[src/rtl/slot_spin_if.sv]
// Player/RNG-facing signal bundle of the slot machine game sequencer.
// master drives the player inputs and reel values; slave is the sequencer itself.
interface slot_spin_if #(
   parameter int unsigned CREDIT_W = 8
);
   logic                coin_in;
   logic                spin_req;
   logic [2:0]          reel1;
   logic [2:0]          reel2;
   logic [2:0]          reel3;
   logic                reel_en;
   logic [CREDIT_W-1:0] credits;
   logic                busy;
   logic                spin_reject;
   logic                result_valid;
   logic [1:0]          win_class;
   logic [7:0]          payout;
   logic                free_spin;

   modport master (
      output coin_in, spin_req, reel1, reel2, reel3,
      input  reel_en, credits, busy, spin_reject, result_valid, win_class, payout, free_spin
   );

   modport slave (
      input  coin_in, spin_req, reel1, reel2, reel3,
      output reel_en, credits, busy, spin_reject, result_valid, win_class, payout, free_spin
   );
endinterface

[src/rtl/slot_spin_controller.sv]
// Slot machine game sequencer: credit tracking, spin acceptance, reel RNG enable, scoring, payout.
// Optional feature macro FREE_SPIN_EN: a jackpot grants one free (unpaid, never rejected) spin.
module slot_spin_controller #(
   parameter int unsigned CREDIT_W    = 8,
   parameter int unsigned MAX_CREDITS = 255,
   parameter int unsigned BET_COST    = 1,
   parameter int unsigned SPIN_CYCLES = 12,
   parameter int unsigned PAIR_PAY    = 2,
   parameter int unsigned TRIPLE_PAY  = 5,
   parameter int unsigned JACKPOT_PAY = 20
) (
   input logic        clk,
   input logic        reset,
   slot_spin_if.slave bus
);

   localparam int unsigned SumW = CREDIT_W + 2;
   localparam int unsigned CntW = (SPIN_CYCLES > 1) ? $clog2(SPIN_CYCLES) : 1;

   typedef enum logic [2:0] {
      StIdle,
      StSpin,
      StSettle,
      StEval,
      StPayout
   } state_e;

   state_e              state_q, state_d;
   logic [CntW-1:0]     spin_cnt_q, spin_cnt_d;
   logic [7:0]          pay_cnt_q, pay_cnt_d;
   logic [CREDIT_W-1:0] credits_q, credits_d;
   logic [1:0]          win_class_q, win_class_d;
   logic [7:0]          payout_q, payout_d;
   logic                result_valid_q, result_valid_d;
   logic                spin_reject_q, spin_reject_d;
   logic                free_pending;

   // Scoring of the current reel values
   logic                eq12, eq13, eq23;
   logic [1:0]          score_class;
   logic [7:0]          score_pay;

   // Credit arithmetic, wide and signed so the clamp sees true over/underflow
   logic signed [SumW-1:0] add_coin, add_step, sub_bet, credit_sum;

`ifdef FREE_SPIN_EN
   logic free_spin_q, free_spin_d;

   always_ff @(posedge clk or posedge reset) begin
      if (reset) begin
         free_spin_q <= 1'b0;
      end else begin
         free_spin_q <= free_spin_d;
      end
   end

   assign free_pending = free_spin_q;
`else
   assign free_pending = 1'b0;
`endif

   always_comb begin
      eq12 = (bus.reel1 == bus.reel2);
      eq13 = (bus.reel1 == bus.reel3);
      eq23 = (bus.reel2 == bus.reel3);
      if (eq12 && eq13) begin
         if (bus.reel1 == 3'd7) begin
            score_class = 2'd3;
            score_pay   = 8'(JACKPOT_PAY);
         end else begin
            score_class = 2'd2;
            score_pay   = 8'(TRIPLE_PAY);
         end
      end else if (eq12 || eq13 || eq23) begin
         score_class = 2'd1;
         score_pay   = 8'(PAIR_PAY);
      end else begin
         score_class = 2'd0;
         score_pay   = 8'd0;
      end
   end

   always_comb begin
      state_d        = state_q;
      spin_cnt_d     = spin_cnt_q;
      pay_cnt_d      = pay_cnt_q;
      win_class_d    = win_class_q;
      payout_d       = payout_q;
      result_valid_d = 1'b0;
      spin_reject_d  = 1'b0;
      add_coin       = '0;
      add_step       = '0;
      sub_bet        = '0;
      credits_d      = credits_q;
`ifdef FREE_SPIN_EN
      free_spin_d    = free_spin_q;
`endif

      unique case (state_q)
         StIdle: begin
            if (bus.spin_req) begin
               if (free_pending) begin
                  state_d    = StSpin;
                  spin_cnt_d = CntW'(SPIN_CYCLES - 1);
`ifdef FREE_SPIN_EN
                  free_spin_d = 1'b0;
`endif
               end else if ({2'b00, credits_q} >= SumW'(BET_COST)) begin
                  state_d    = StSpin;
                  spin_cnt_d = CntW'(SPIN_CYCLES - 1);
                  sub_bet    = SumW'(BET_COST);
               end else begin
                  spin_reject_d = 1'b1;
               end
            end
         end
         StSpin: begin
            if (spin_cnt_q == '0) begin
               state_d = StSettle;
            end else begin
               spin_cnt_d = spin_cnt_q - CntW'(1);
            end
         end
         StSettle: begin
            // Reels are frozen once reel_en drops; capturing on this edge makes the new score
            // and result_valid appear together in the EVAL cycle.
            state_d        = StEval;
            win_class_d    = score_class;
            payout_d       = score_pay;
            pay_cnt_d      = score_pay;
            result_valid_d = 1'b1;
`ifdef FREE_SPIN_EN
            if (score_class == 2'd3) begin
               free_spin_d = 1'b1;
            end
`endif
         end
         StEval: begin
            state_d = (payout_q != 8'd0) ? StPayout : StIdle;
         end
         StPayout: begin
            add_step  = SumW'(1);
            pay_cnt_d = pay_cnt_q - 8'd1;
            if (pay_cnt_q == 8'd1) begin
               state_d = StIdle;
            end
         end
         default: begin
            state_d = StIdle;
         end
      endcase

      if (bus.coin_in) begin
         add_coin = SumW'(1);
      end
      credit_sum = $signed({2'b00, credits_q}) + add_coin + add_step - sub_bet;
      if (credit_sum < 0) begin
         credits_d = '0;
      end else if (credit_sum > $signed(SumW'(MAX_CREDITS))) begin
         credits_d = CREDIT_W'(MAX_CREDITS);
      end else begin
         credits_d = credit_sum[CREDIT_W-1:0];
      end
   end

   always_ff @(posedge clk or posedge reset) begin
      if (reset) begin
         state_q        <= StIdle;
         spin_cnt_q     <= '0;
         pay_cnt_q      <= 8'd0;
         credits_q      <= '0;
         win_class_q    <= 2'd0;
         payout_q       <= 8'd0;
         result_valid_q <= 1'b0;
         spin_reject_q  <= 1'b0;
      end else begin
         state_q        <= state_d;
         spin_cnt_q     <= spin_cnt_d;
         pay_cnt_q      <= pay_cnt_d;
         credits_q      <= credits_d;
         win_class_q    <= win_class_d;
         payout_q       <= payout_d;
         result_valid_q <= result_valid_d;
         spin_reject_q  <= spin_reject_d;
      end
   end

   // Decoded from the state register so reset drops reel_en without waiting for a clock
   assign bus.reel_en      = (state_q == StSpin);
   assign bus.busy         = (state_q != StIdle);
   assign bus.credits      = credits_q;
   assign bus.spin_reject  = spin_reject_q;
   assign bus.result_valid = result_valid_q;
   assign bus.win_class    = win_class_q;
   assign bus.payout       = payout_q;
   assign bus.free_spin    = free_pending;

endmodule
[src/flat_wrapper.sv]
// flat-port wrapper written by rule: the top's interface ports become plain ports
module slot_spin_controller_flat 
#(
   parameter int unsigned CREDIT_W    = 8,
   parameter int unsigned MAX_CREDITS = 255,
   parameter int unsigned BET_COST    = 1,
   parameter int unsigned SPIN_CYCLES = 12,
   parameter int unsigned PAIR_PAY    = 2,
   parameter int unsigned TRIPLE_PAY  = 5,
   parameter int unsigned JACKPOT_PAY = 20
)
  (clk, reset, bus_coin_in, bus_spin_req, bus_reel1, bus_reel2, bus_reel3, bus_reel_en, bus_credits, bus_busy, bus_spin_reject, bus_result_valid, bus_win_class, bus_payout, bus_free_spin);
  slot_spin_if #(.CREDIT_W(CREDIT_W)) bus_i ();
  input logic clk;
  input logic reset;
  input wire logic [$bits(bus_i.coin_in)-1:0] bus_coin_in;
  input wire logic [$bits(bus_i.spin_req)-1:0] bus_spin_req;
  input wire logic [$bits(bus_i.reel1)-1:0] bus_reel1;
  input wire logic [$bits(bus_i.reel2)-1:0] bus_reel2;
  input wire logic [$bits(bus_i.reel3)-1:0] bus_reel3;
  output wire logic [$bits(bus_i.reel_en)-1:0] bus_reel_en;
  output wire logic [$bits(bus_i.credits)-1:0] bus_credits;
  output wire logic [$bits(bus_i.busy)-1:0] bus_busy;
  output wire logic [$bits(bus_i.spin_reject)-1:0] bus_spin_reject;
  output wire logic [$bits(bus_i.result_valid)-1:0] bus_result_valid;
  output wire logic [$bits(bus_i.win_class)-1:0] bus_win_class;
  output wire logic [$bits(bus_i.payout)-1:0] bus_payout;
  output wire logic [$bits(bus_i.free_spin)-1:0] bus_free_spin;
  assign bus_i.coin_in = bus_coin_in;
  assign bus_i.spin_req = bus_spin_req;
  assign bus_i.reel1 = bus_reel1;
  assign bus_i.reel2 = bus_reel2;
  assign bus_i.reel3 = bus_reel3;
  assign bus_reel_en = bus_i.reel_en;
  assign bus_credits = bus_i.credits;
  assign bus_busy = bus_i.busy;
  assign bus_spin_reject = bus_i.spin_reject;
  assign bus_result_valid = bus_i.result_valid;
  assign bus_win_class = bus_i.win_class;
  assign bus_payout = bus_i.payout;
  assign bus_free_spin = bus_i.free_spin;
  slot_spin_controller #(.CREDIT_W(CREDIT_W), .MAX_CREDITS(MAX_CREDITS), .BET_COST(BET_COST), .SPIN_CYCLES(SPIN_CYCLES), .PAIR_PAY(PAIR_PAY), .TRIPLE_PAY(TRIPLE_PAY), .JACKPOT_PAY(JACKPOT_PAY)) u_core (.clk(clk), .reset(reset), .bus(bus_i));
endmodule
[config.mk]
export PLATFORM = sky130hd
export DESIGN_NAME = slot_spin_controller_flat
export DESIGN_NICKNAME = d
export VERILOG_FILES = /design/src/rtl/slot_spin_if.sv /design/src/rtl/slot_spin_controller.sv /design/src/flat_wrapper.sv
export SDC_FILE = /design/constraint.sdc
export NUM_CORES = 1
export LEC_CHECK = 0
export CORE_UTILIZATION = 55
export CTS_BUF_LIST = sky130_fd_sc_hd__clkbuf_8
export DETAILED_ROUTE_END_ITERATION = 6
export PLACE_DENSITY = 0.83
export SYNTH_ARGS = -nofsm -noshare
export SYNTH_HDL_FRONTEND = slang
export SYNTH_SLANG_ARGS = --single-unit
export TNS_END_PERCENT = 100
[constraint.sdc]
create_clock -name clk -period 4.2 [get_ports clk]
set_clock_uncertainty 0.05 [all_clocks]
set_input_delay 0.63 -clock clk [delete_from_list [all_inputs] [get_ports clk]]
set_output_delay 0.63 -clock clk [all_outputs]
set_load 0.02 [all_outputs]
==> flow_summary.yaml, run 1 <==
synth:
  seq_area_frac_synth: 0.364
  ys_seq_elements: 30
  async_flop_share: 1.00
  syn_area_um2: 2060
  yosys.area.top_type: "dfrtp_1"
  ys.flop_type: "dfrtp_1"
  yosysWarnings: 0
  synth_area_per_cell_um2: 9.13
  synthTopCellsByArea: "dfrtp_1, ha_1, xor2_1, inv_1, xnor2_1"
  synth-xor-area-share: 0.0976
  synth_edf_count: 0
  synth.most_common_cell: "dfrtp_1"
  syn_inst: 226
  synth_common_cells: "dfrtp_1, inv_1, nand2_1"
  yosysTopAreaCellShare: 0.364
  synth_mux_area_frac: 0.0194
  synth_compound_area_frac: 0.165
  synth_adder_area_share: 0.107
  synth_cell_types: 46
  synth_top_family_by_area: "simple AND/OR/NAND/NOR gates"
  synthSimpleGateAreaFrac: 0.176
worst_setup_path:
  r2r-end: "u_core.bus.credits[2]$_DFF_PP0_"
  cp-end-kind: "register"
  start_kind: "register"
  critPathMaxFanout: 8
  required_ps: 4320
  slowest_delay_ps: 450
  crit_chain: "nor4_1 > nand2_1 > nand2_1 > nor2_1 > ha_1 > inv_1 > ha_1 > inv_1 > fa_1 > nand2b_1 > a21oi_1 > a221oi_2 > xnor2_1 > buf_4 > o21a_1"
  r2r_cells: 15
  cp.arrival_ps: 3620
  critical_path_class: "register to register"
  rrSetupSlack_ps: 700
  r2r-start: "u_core.bus.credits[2]$_DFF_PP0_"
  crit_slowest_cell: "dfrtp_1"
clock_tree:
  ctsHoldBuffers: 0
  cts_tree: "built"
  cts_buffer_depth: 2
  postCtsSetupBuffers: 0
  clkTransAtPathRegs_ps: 60
  clkLatencyLatePin_ps: 280
  ctsResizeCount: 0
  clock_sinks: 30
  numCtsBuffers: 5
  clockRootBuffer: "clkbuf_8"
  htreeDepth: 2
global_routing:
  grt_usage: 0.222
  first_global_vias: 1604
  grt_max_degree: 31
  grt_pass1_wl_mm: 6.97
  antenna_found_initial: 0
  gr-total-overflow: 0
sta:
  slew_headroom: 0.260
  finalSetupViolCount: 0
  final_max_slew_viol_count: 0
  period_share: 0.834
  fmax_ghz: 0.286
  worst_slew_pin_slew_ps: 1110
  period_needed_ps: 3500
  fin_tns_setup_ps: 0
  hold_violations: 0
  grt_setup_unrepaired: "no"
pwr:
  leakage_uw: 0.00118
  power_density_nw_per_um2: 881
  ir_drop_v: 0.000599
detailed_routing:
  drc: 0
  routedWlPerCell_um: 13.3
  drt_iter0_drc: 121
  wirelength_mm: 4.04
  first_pass_iters: 4
  vias_per_cell: 5.54
  ant_nets: 0
  vias: 1683
cells_and_area:
  finalNetCount: 289
  area_growth_syn_to_layout_pct: 19.7
  fin_util: 0.712
  drive_above_1_share: 0.0581
  diodes: 0
worst_hold_path:
  hold_path.class: "register to register"
  holdPathEnd: "u_core.pay_cnt_q[6]$_DFFE_PP0P_"
  hold_path_startpoint: "u_core.pay_cnt_q[6]$_DFFE_PP0P_"
  whs_path_depth: 1
die:
  coreArea_um2: 3470
  pin_count: 36
  initial_utilization: 0.595
  die_h_um: 63.3
  placementRows: 21
  die_x_um: 63.3
  dieArea_um2: 4000
placed_design:
  gp_congestion: 0.945
  numPortBuffers: 30
  dp_hpwl_mm: 3.08
status:
  status: "finished, final reports clean"
run:
  maxCapViolations: 0
metrics by stage:
| stage | instances | cell area, um2 | power [uW] | worst slack, ps | hold WS, ps |
|---|---|---|---|---|---|
| floorplan | 230 | 2080 | 1560 | 922 | 396 |
| global placement | 298 | 2390 | 1910 | 613 | 413 |
| detailed placement | 298 | 2390 | 1940 | 514 | 429 |
| CTS | 304 | 2470 | 2170 | 724 | 435 |
| global route | 304 | 2470 | 2370 | 447 | 445 |
| finish | 304 | 2470 | 2180 | 699 | 440 |
report_power, final:
group	switching [uW]	leakage, uW	total [uW]	internal, uW
registers	141	0.000378	552	411
logic	737	0.000762	1400	661
clock network	99.1	0.0000431	225	126
total	977	0.00118	2180	1200
sequential cells by signal, summed over array words and instances, names as in the netlist:
register / count
u_core.state_q: 3
u_core.spin_cnt_q: 4
u_core.bus.spin_reject: 1
u_core.bus.win_class: 1
u_core.bus.result_valid: 1
u_core.pay_cnt_q: 8
u_core.bus.credits: 8
u_core.bus.payout: 4
layout make-up:
cell class | count | area, um2
Tap cell | 46 | 57.6
Multi-Input combinational cell | 168 | 1180
Inverter | 23 | 86.3
Timing Repair Buffer | 31 | 308
Sequential cell | 30 | 751
Fill cell | 277 | 998
Clock buffer | 6 | 82.6
worst max-delay path by stage:
stage,startpoint,endpoint,depth (start not counted)
CTS,u_core.bus.credits[2]$_DFF_PP0_,u_core.bus.credits[3]$_DFF_PP0_,15
detailed placement,bus_coin_in,u_core.bus.credits[1]$_DFF_PP0_,13
finish,u_core.bus.credits[2]$_DFF_PP0_,u_core.bus.credits[2]$_DFF_PP0_,15
global route,u_core.bus.credits[2]$_DFF_PP0_,u_core.bus.credits[3]$_DFF_PP0_,15
global placement,bus_coin_in,u_core.bus.credits[1]$_DFF_PP0_,13
floorplan,u_core.state_q[0]$_DFFE_PP0P_,u_core.bus.credits[2]$_DFF_PP0_,13
cells in the final DEF (no fill, tap or decap), types with 2 or more instances in the layout:
| cell type | instances |
|---|---|
| nand2_1 | 18 |
| o221ai_1 | 2 |
| o21a_1 | 9 |
| nor2_1 | 12 |
| ha_1 | 16 |
| xor2_1 | 15 |
| o21bai_1 | 2 |
| nand3b_1 | 2 |
| conb_1 | 5 |
| a21oi_1 | 8 |
| mux2i_1 | 4 |
| a21o_1 | 5 |
| clkdlybuf4s50_1 | 30 |
| a31oi_1 | 3 |
| nor3_1 | 9 |
| nor4_1 | 7 |
| clkbuf_8 | 6 |
| dfrtp_1 | 30 |
| a211oi_1 | 2 |
| inv_1 | 23 |
| nand3_1 | 7 |
| and3_1 | 3 |
| xnor2_1 | 8 |
| o21ai_0 | 9 |
worst max-delay path, delay by kind of cell (launching register included):
family	cells	cell delay, ps
AND/OR/NAND/NOR	5	900
adder cells (fa/ha/maj)	3	880
AO/OA/AOI/OAI	3	680
flip-flops	1	450
buffers and inverters	3	290
XOR/XNOR	1	140
metal layers:
metal	global-route usage	routed length, um	up-vias	part of all wire
met5	0	0	-	0
met4	0.0767	46	0	0.011
met3	0.0453	151	5	0.037
met2	0.348	1890	43	0.47
met1	0.305	1950	786	0.48
li1	-	-	849	-
kinds of logic after synthesis:
logic type	after synthesis
muxes	4
adders and majority gates	17
DFF	30
AOI/OAI and AO/OA	49
and+or+nand+nor	70
xor gates and xnor gates	23
buffers and inverters	32
other	1
(Power assumes the default switching activity.)
==> run 2: changes to the inputs <==
- CORE_UTILIZATION: 55 -> 49
- PLACE_DENSITY: 0.83 -> 0.78
- clock period: 4.2 -> 2.9 ns (I/O delays scaled with it)
==> run 2 against run 1 <==
Net effect:
- the flow now finishes with violations (setup timing)
- worst setup slack worse by 720 ps
- sequential cell count unchanged
- fmax up 20%
- first-iteration DRC count down 21%
- critical path depth did not move
- total power is 95% higher
- die area up 12%
- global-route usage grew 2.9 points
- non-clock buffer count increased by 56
- sequential power increased by 38%
- combinational power increased by 130%
- highest routed layer unchanged
- via count up 18%
==> flow_summary.yaml, run 2 (synthesis gave the netlist of run 1 again) <==
status:
  status: "complete, but fails checks"
  violations: "setup timing"
pwr:
  finalPower_uw: 4240
  ir_drop_v: 0.000785
  seqPwrFrac: 0.179
  power_density_nw_per_um2: 1370
  power.switching_uw: 1830
  comb_power_share: 0.746
  power_frac_clock: 0.075
  swShare: 0.431
  leakage_uw: 0.00149
  power.internal_uw: 2410
worst_setup_path:
  crit_chain: "nor4_4 > nand2_1 > nand2_1 > nor2_2 > ha_1 > inv_1 > ha_2 > inv_2 > fa_2 > nand2b_4 > a21oi_4 > a221oi_2 > xnor2_2 > buf_6 > o21a_1"
  critPathMaxFanout: 8
  critical_path_class: "register to register"
  crit_top_cell: "nand2_1"
  slowest_delay_ps: 430
  r2r-end: "u_core.bus.credits[5]$_DFF_PP0_"
  required_ps: 3020
  crit_slowest_cell: "dfrtp_2"
  path_buf_inv: 3
  critical_path_depth: 15
  r2r_cells: 15
  cp_top_family: "adder cells"
  cp-end-kind: "register"
  rrSetupSlack_ps: -20
  r2r-start: "u_core.bus.credits[6]$_DFF_PP0_"
  start_kind: "register"
  cp.arrival_ps: 3030
clock_tree:
  htreeDepth: 2
  cts_tree: "built"
  ctsHoldBuffers: 0
  clockRootBuffer: "clkbuf_8"
  clkTransAtPathRegs_ps: 60
  cts_buffer_depth: 2
  clkLatencyLatePin_ps: 280
  clock_sinks: 30
  numCtsBuffers: 5
die:
  die_x_um: 66.9
  initial_utilization: 0.512
  die_h_um: 66.9
  pin_count: 36
  coreArea_um2: 4030
  dieArea_um2: 4470
  placementRows: 23
detailed_routing:
  routedWlPerCell_um: 14.9
  vias_per_cell: 5.41
  drt_iter0_drc: 96
  drc: 0
  wirelength_mm: 5.45
  vias: 1981
  ant_nets: 0
  first_pass_iters: 4
cells_and_area:
  drive_above_1_share: 0.310
  diodes: 0
  final_cell_mix: "buf_4, clkdlybuf4s50_1, dfrtp_1"
  fin_cells: 366
  fillers: 266
  final_common_cell: "buf_4"
  area_growth_syn_to_layout_pct: 49.7
  finalNetCount: 345
worst_hold_path:
  hold_path.class: "register to register"
  holdPathEnd: "u_core.pay_cnt_q[7]$_DFFE_PP0P_"
  hold_path_startpoint: "u_core.pay_cnt_q[7]$_DFFE_PP0P_"
  whs_path_depth: 1
placed_design:
  gp_congestion: 0.906
  post-place-ws_ps: -361
  numPortBuffers: 30
  numPlacedInstances: 336
  dp_hpwl_mm: 3.46
global_routing:
  first_global_vias: 1865
  grt_pass1_wl_mm: 8.27
  grt_usage: 0.251
  gr-total-overflow: 0
  grt_max_degree: 31
  antenna_found_initial: 0
sta:
  period_needed_ps: 2920
  final_max_slew_viol_count: 0
  finalSetupViolCount: 5
  whs_ps: 428
  hold_violations: 0
  setup_ws_ps: -17.5
  worst_slew_pin_slew_ps: 686
  grt_setup_unrepaired: "yes"
  period_share: 1.01
  slew_headroom: 0.542
  fmax_ghz: 0.343
run:
  maxCapViolations: 0
==> run 2: changes by cell type in the layout (fill, tap and decap cells not counted), moves of 3 or more <==
cell and delta:
ha_1 -5, ha_4 +4, nor2_2 +3, buf_4 +54, nor2_1 -3
==> run 2: area by class of cell <==
| cell class | instances | area (um2) | share of cell area |
|---|---|---|---|
| clock buffer | 5 | 68.8 | 0.0223 |
| clock inverter | 3 | 13.8 | 0.00446 |
| inverter | 23 | 86.3 | 0.0280 |
| multi-input combinational | 168 | 1370 | 0.442 |
| sequential | 30 | 753 | 0.244 |
| tap | 50 | 62.6 | 0.0203 |
| timing repair buffer | 87 | 738 | 0.239 |
==> run 2: how the worst max path moves through the flow <==
stage	end	from	slack, ps
2_1_floorplan	u_core.bus.credits[2]$_DFF_PP0_	u_core.state_q[0]$_DFFE_PP0P_	-0.3
3_3_place_gp	u_core.bus.credits[0]$_DFF_PP0_	bus_coin_in	-310
3_5_place_dp	u_core.bus.credits[5]$_DFF_PP0_	bus_coin_in	-360
4_1_cts	u_core.bus.credits[5]$_DFF_PP0_	u_core.bus.credits[0]$_DFF_PP0_	9
5_1_grt	u_core.bus.credits[5]$_DFF_PP0_	u_core.bus.credits[4]$_DFF_PP0_	-150
6_report	u_core.bus.credits[5]$_DFF_PP0_	u_core.bus.credits[6]$_DFF_PP0_	-20
==> run 2: per-stage QoR <==
stage	cell area (um2)	setup TNS, ps	utilization
after CTS	3010	0	0.748
after detailed placement	2700	-2740	0.670
after floorplan	2140	-0.529	-
after global routing	3090	-1090	0.766
after global placement	2700	-2490	0.670
final	3090	-38.5	0.766
==> run 2: what timing repair did <==
item / in CTS / in global routing
endpoints found under the hold margin: 0 / 0
pin swaps: 9 / 7
buffers inserted: 20 / 3
gates resized for setup: 11 / 14
setup endpoints to repair: 8 / 9
==> run 2: power by group through the flow <==
stage,Combinational [uW],Sequential [uW],Clock (uW)
global placement,2540,736,0
finish,3160,760,319
floorplan,1550,847,0
global route,3430,779,340
detailed placement,2600,742,0
CTS,2850,753,320
==> run 2: per-layer routing <==
metal / GRT usage / up-vias / wire length [um]
met5: 0 / - / 0
met4: 0.0878 / 0 / 102
met3: 0.0514 / 11 / 233
met2: 0.429 / 52 / 2760
met1: 0.311 / 955 / 2350
li1: - / 963 / -
